===== config.mk =====
export PLATFORM = sky130hd
export DESIGN_NAME = rng_sched
export DESIGN_NICKNAME = d
export VERILOG_FILES = /design/src/rtl/rng_sched_pkg.sv /design/src/rtl/rng_sched_rr_arb2.sv /design/src/rtl/rng_sched.sv
export SDC_FILE = /design/constraint.sdc
export NUM_CORES = 1
export LEC_CHECK = 0
export ABC_AREA = 0
export BUFFER_PORTS_ARGS = -buffer_cell sky130_fd_sc_hd__buf_4
export CAP_MARGIN = 40
export CORE_MARGIN = 1.5
export CORE_UTILIZATION = 45
export CTS_BUF_LIST = sky130_fd_sc_hd__clkbuf_4 sky130_fd_sc_hd__clkbuf_8
export DETAILED_ROUTE_END_ITERATION = 10
export GPL_ROUTABILITY_DRIVEN = 0
export HOLD_SLACK_MARGIN = 0.06
export PLACE_DENSITY = 0.78
export SETUP_SLACK_MARGIN = 0.1
export SLEW_MARGIN = 20
export SYNTH_ARGS = -nofsm -noshare
export SYNTH_HDL_FRONTEND = slang
export SYNTH_SLANG_ARGS = --single-unit

===== constraint.sdc =====
create_clock -name clk -period 3.6 [get_ports clk]
set_input_delay 0.54 -clock clk [delete_from_list [all_inputs] [get_ports clk]]
set_output_delay 0.54 -clock clk [all_outputs]
set_load 0.02 [all_outputs]

===== src/rtl/rng_sched_pkg.sv =====
`default_nettype none
// ============================================================================
// rng_sched_pkg : shared constants and state encoding for the RNG scheduler
// Rev 1.0
// ============================================================================
package rng_sched_pkg;

    typedef logic [2:0] state_t;

    localparam state_t ST_SEED = 3'd0;
    localparam state_t ST_WARM = 3'd1;
    localparam state_t ST_IDLE = 3'd2;
    localparam state_t ST_HI   = 3'd3;
    localparam state_t ST_LO   = 3'd4;
    localparam state_t ST_GNT  = 3'd5;

    localparam logic SRC_LFSR  = 1'b0;
    localparam logic SRC_NLFSR = 1'b1;

    localparam int unsigned DEF_WARMUP     = 8;
    localparam logic [3:0]  DEF_RESET_SEED = 4'h1;

    function automatic logic [1:0] idx_to_onehot(input logic idx);
        return idx ? 2'b10 : 2'b01;
    endfunction

endpackage
`default_nettype wire


===== src/rtl/rng_sched_rr_arb2.sv =====
`default_nettype none
// ============================================================================
// rr_arb2 : two-way round-robin arbiter, one-hot winner, purely combinational
// Rev 1.0
// ============================================================================
module rr_arb2 (
    input  logic [1:0] req,
    input  logic       last_grant,
    output logic [1:0] win
);

    // On a tie the requester that was not served last time wins.
    always_comb begin
        win = 2'b00;
        case (req)
            2'b01:   win = 2'b01;
            2'b10:   win = 2'b10;
            2'b11:   win = last_grant ? 2'b01 : 2'b10;
            default: win = 2'b00;
        endcase
    end

endmodule
`default_nettype wire


===== src/rtl/rng_sched.sv =====
`default_nettype none
// ============================================================================
// rng_sched : seeds and warms the RNG core, then serves 8-bit words to two
//             requesters under round-robin arbitration
// Rev 1.0
// ============================================================================
module rng_sched
    import rng_sched_pkg::*;
#(
    parameter int unsigned WARMUP     = DEF_WARMUP,
    parameter logic [3:0]  RESET_SEED = DEF_RESET_SEED
) (
    input  logic       clk,
    input  logic       reset,
    input  logic       seed_load,
    input  logic [3:0] seed,
    output logic       rng_reset,
    output logic [3:0] rng_seed,
    input  logic [3:0] lfsr_nib,
    input  logic [3:0] nlfsr_nib,
    input  logic [1:0] req,
    input  logic [1:0] src,
    output logic [1:0] gnt,
    output logic [7:0] data_out,
    output logic       ready
);

    localparam logic [3:0] WARM_INIT = 4'(WARMUP - 1);

    state_t     state_q,      state_d;
    logic [3:0] seed_reg_q,   seed_reg_d;
    logic [3:0] warm_cnt_q,   warm_cnt_d;
    logic       last_grant_q, last_grant_d;
    logic       winner_q,     winner_d;
    logic       src_sel_q,    src_sel_d;
    logic [1:0] gnt_q,        gnt_d;
    logic [7:0] data_q,       data_d;

    logic [1:0] w_win;
    logic [3:0] w_nib;

    rr_arb2 u_arb (
        .req        (req),
        .last_grant (last_grant_q),
        .win        (w_win)
    );

    assign w_nib = (src_sel_q == SRC_NLFSR) ? nlfsr_nib : lfsr_nib;

    always_comb begin
        state_d      = state_q;
        seed_reg_d   = seed_reg_q;
        warm_cnt_d   = warm_cnt_q;
        last_grant_d = last_grant_q;
        winner_d     = winner_q;
        src_sel_d    = src_sel_q;
        gnt_d        = 2'b00;
        data_d       = data_q;

        case (state_q)
            ST_SEED: begin
                warm_cnt_d = WARM_INIT;
                state_d    = ST_WARM;
            end
            ST_WARM: begin
                if (warm_cnt_q == 4'd0) begin
                    state_d = ST_IDLE;
                end else begin
                    warm_cnt_d = warm_cnt_q - 4'd1;
                end
            end
            ST_IDLE: begin
                if (req != 2'b00) begin
                    winner_d  = w_win[1];
                    src_sel_d = src[w_win[1]];
                    state_d   = ST_HI;
                end
            end
            ST_HI: begin
                data_d[7:4] = w_nib;
                state_d     = ST_LO;
            end
            ST_LO: begin
                data_d[3:0] = w_nib;
                state_d     = ST_GNT;
            end
            ST_GNT: begin
                gnt_d        = idx_to_onehot(winner_q);
                last_grant_d = winner_q;
                state_d      = ST_IDLE;
            end
            default: begin
                state_d = ST_SEED;
            end
        endcase

        // A reseed overrides whatever the FSM was doing; an in-flight word is dropped.
        if (seed_load) begin
            seed_reg_d   = (seed == 4'h0) ? RESET_SEED : seed;
            state_d      = ST_SEED;
            gnt_d        = 2'b00;
            data_d       = data_q;
            last_grant_d = last_grant_q;
        end
    end

    always_ff @(posedge clk) begin
        if (reset) begin
            state_q      <= ST_SEED;
            seed_reg_q   <= RESET_SEED;
            warm_cnt_q   <= 4'd0;
            last_grant_q <= 1'b1;
            winner_q     <= 1'b0;
            src_sel_q    <= SRC_LFSR;
            gnt_q        <= 2'b00;
            data_q       <= 8'h00;
        end else begin
            state_q      <= state_d;
            seed_reg_q   <= seed_reg_d;
            warm_cnt_q   <= warm_cnt_d;
            last_grant_q <= last_grant_d;
            winner_q     <= winner_d;
            src_sel_q    <= src_sel_d;
            gnt_q        <= gnt_d;
            data_q       <= data_d;
        end
    end

    assign rng_reset = reset | (state_q == ST_SEED);
    assign rng_seed  = seed_reg_q;
    assign gnt       = gnt_q;
    assign data_out  = data_q;
    assign ready     = (state_q == ST_IDLE);

endmodule
`default_nettype wire


==> qor.yml <==
global_route:
  antenna_found_initial: 0
  grt_usage_pct: 17.24
  grt_pass1_vias: 876
  grt_max_degree: 28
  grt_remaining_overflow: 0
  grt_pass1_wl_um: 3705
setup_path:
  end_kind: "output port"
  cp-startpoint: "state_q[1]"
  path_max_fanout: 11
  critPathMaxStageDelay_ns: 0.58
  timing.rr.start: "warm_cnt_q[0]"
  path_cells: "nor3b_4, buf_4"
  arrival_ns: 1.45
  critPathKind: "register to output port"
  slowest_stage: "dfxtp_1"
  start_kind: "register"
  required_ns: 3.06
power_and_ir_drop:
  fin_total_pwr_mw: 0.5594
  power.density_mw_per_mm2: 394.6
  ir_drop_mv: 0.3266
  leakage_nw: 0.5751
routing:
  wl_met1_um: 1023
  drt_iter0_drc: 7
  wl_per_cell_um: 12.78
  dr_total_vias: 946
  viasPerCell: 5.345
  first_pass_iters: 4
  wl_um: 2262
  drc: 0
  wl_met2_um: 1151
  met3_wirelength_um: 74
  routed.top_layer: "met4"
  ant_nets: 0
finish:
  final_cell_mix: "buf_4 (34), dfxtp_1 (24), nor2_1 (18)"
  final_cells: 177
  layout_commonest_cell: "buf_4"
  syn2layout_area_growth_pct: 24.37
  nNetsFinal: 168
  drive_gt1_share_pct: 30.61
  num_antenna_cells: 0
floorplanning:
  dieArea_mm2: 0.002844
  num_io_pins: 35
  start_util_pct: 46.86
  num_rows: 18
  dieWidth_um: 53.33
  core-area_mm2: 0.002432
  die_h_um: 53.33
logic_synthesis:
  syn_avg_cell_area_um2: 9.660
  syn_nets: 138
  synth_cell_types: 38
  syn_area_mm2: 0.001140
  syn_inst: 118
  ys_seq_area_share_pct: 42.15
  ys_ff_latch: 24
  yosys_warnings: 0
sta:
  max_freq_mhz: 503.4
  clock_skew_ns: 0.01047
  drv_slew: 0
  finalSetupViolCount: 0
  finalHoldViolCount: 0
  max_slew_margin_pct: 68.67
  worst_slack_ns: 1.613
  holdWs_ns: 0.4365
  grt_setup_unrepaired: "false"
  setup_tns_ns: 0
  period_minus_slack_ns: 1.987
  worst_slew_pin_slew_ns: 0.4693
  finalCritPeriodShare_pct: 55.18
cts:
  cts_buffer_depth: 2
  post-cts-setup-buffer-count: 0
  cts_num_sinks: 24
  hold_buffers: 0
  numCtsBuffers: 3
  htree_levels: 1
  clockRootBuffer: "clkbuf_4"
  clk_pin_slew_worst_paths_ns: 0.14
  cts_tree: "built"
  clk_latency_ns: 0.31
  cts_repair_resize_count: 0
place:
  dp.cells: 173
  place_hpwl_um: 1721
  portBuffers: 34
  dp_slack_ns: 1.978
outcome:
  status: "finished, final reports clean"
hold_path:
  min_from: "winner_q"
  worstHoldPathType: "register to register"
job:
  cap_violations: 0
[kinds of logic (layout without fill, tap and decap cells)]
| kind of cell | Yosys count | in the layout | share of synthesized area [%] |
|---|---|---|---|
| buffers and inverters | 15 | 44 | 7.902 |
| AO/OA/AOI/OAI | 25 | 25 | 16.14 |
| adder cells (fa/ha/maj) | 1 | 1 | 1.098 |
| AND/OR/NAND/NOR | 44 | 44 | 24.81 |
| flip-flops | 24 | 24 | 42.15 |
| multiplexers | 9 | 9 | 7.904 |
[power by group]
part	switching, mW	internal, mW	total (mW)
sequential	0.0128	0.275	0.288
clock	0.0804	0.112	0.193
combinational	0.0353	0.0431	0.0784
[per-stage QoR]
step | area, µm² | util (%)
6_report | 1418 | 58.28
5_1_grt | 1418 | 58.28
4_1_cts | 1418 | 58.28
3_5_place_dp | 1365 | 56.12
3_3_place_gp | 1365 | 56.12
2_1_floorplan | 1140 | -
[state kept, by name, indices dropped and copies added (netlist names)]
register and count:
last_grant_q 1, gnt 2, winner_q 1, state_q 3, src_sel_q 1, warm_cnt_q 4
rng_seed 4, data_out 8
[layer usage]
| metal | global-route usage, % | vias to the layer above |
|---|---|---|
| met5 | 0 | - |
| met4 | 3.846 | 0 |
| met3 | 2.542 | 2 |
| met2 | 29.42 | 14 |
| met1 | 22.66 | 448 |
| li1 | - | 482 |
[cell type report]
cell class              count  area, µm²
clock buffers               3      22.52
clock inverters             1      30.03
fillers                   222       1015
inverters                   6      22.52
multi-input cells          79      569.3
flip-flops and latches     24      480.5
well taps                  30      37.54
repair buffers             34      255.2
[synthesized netlist by cell type (all sizes together)]
master | number | share of area [%]
a21oi | 3 | 1.3
nor2 | 18 | 5.9
nand3 | 2 | 0.88
buf | 6 | 4.9
nor3b | 3 | 3.0
mux2i | 9 | 7.9
and3b | 1 | 0.77
clkbuf | 3 | 0.99
o21bai | 1 | 0.66
dfxtp | 24 | 42
nand3b | 2 | 1.3
or3 | 1 | 0.55
a311oi | 1 | 0.77
nor4 | 1 | 0.55
a211oi | 10 | 6.6
a221oi | 1 | 0.77
a32o | 1 | 0.88
nor3 | 5 | 2.2
nor2b | 2 | 1.1
nand4bb | 2 | 2.4
o21ai | 2 | 0.88
a21bo | 1 | 0.88
nor4b | 1 | 2.1
a21o | 2 | 1.3
o22ai | 1 | 0.55
ha | 1 | 1.1
nand2 | 1 | 0.33
nand2b | 2 | 1.1
or3b | 2 | 1.5
inv | 6 | 2.0
a211o | 2 | 1.5
and4bb | 1 | 1.1
[worst max-delay path, delay by kind of cell (launching register included)]
family,cells,cell delay (ns)
buffers and inverters,1,0.20
flip-flops,1,0.58
AND/OR/NAND/NOR,1,0.36
[final timing paths]
check                     to  slack, ns  depth (start not counted)
setup / recovery       ready       1.61                          2
hold / removal        gnt[0]       0.44                          1
setup reg to reg  state_q[1]       2.05                          5
hold reg to reg       gnt[0]       0.44                          1
Note: power is estimated with default switching activity, not from simulation.
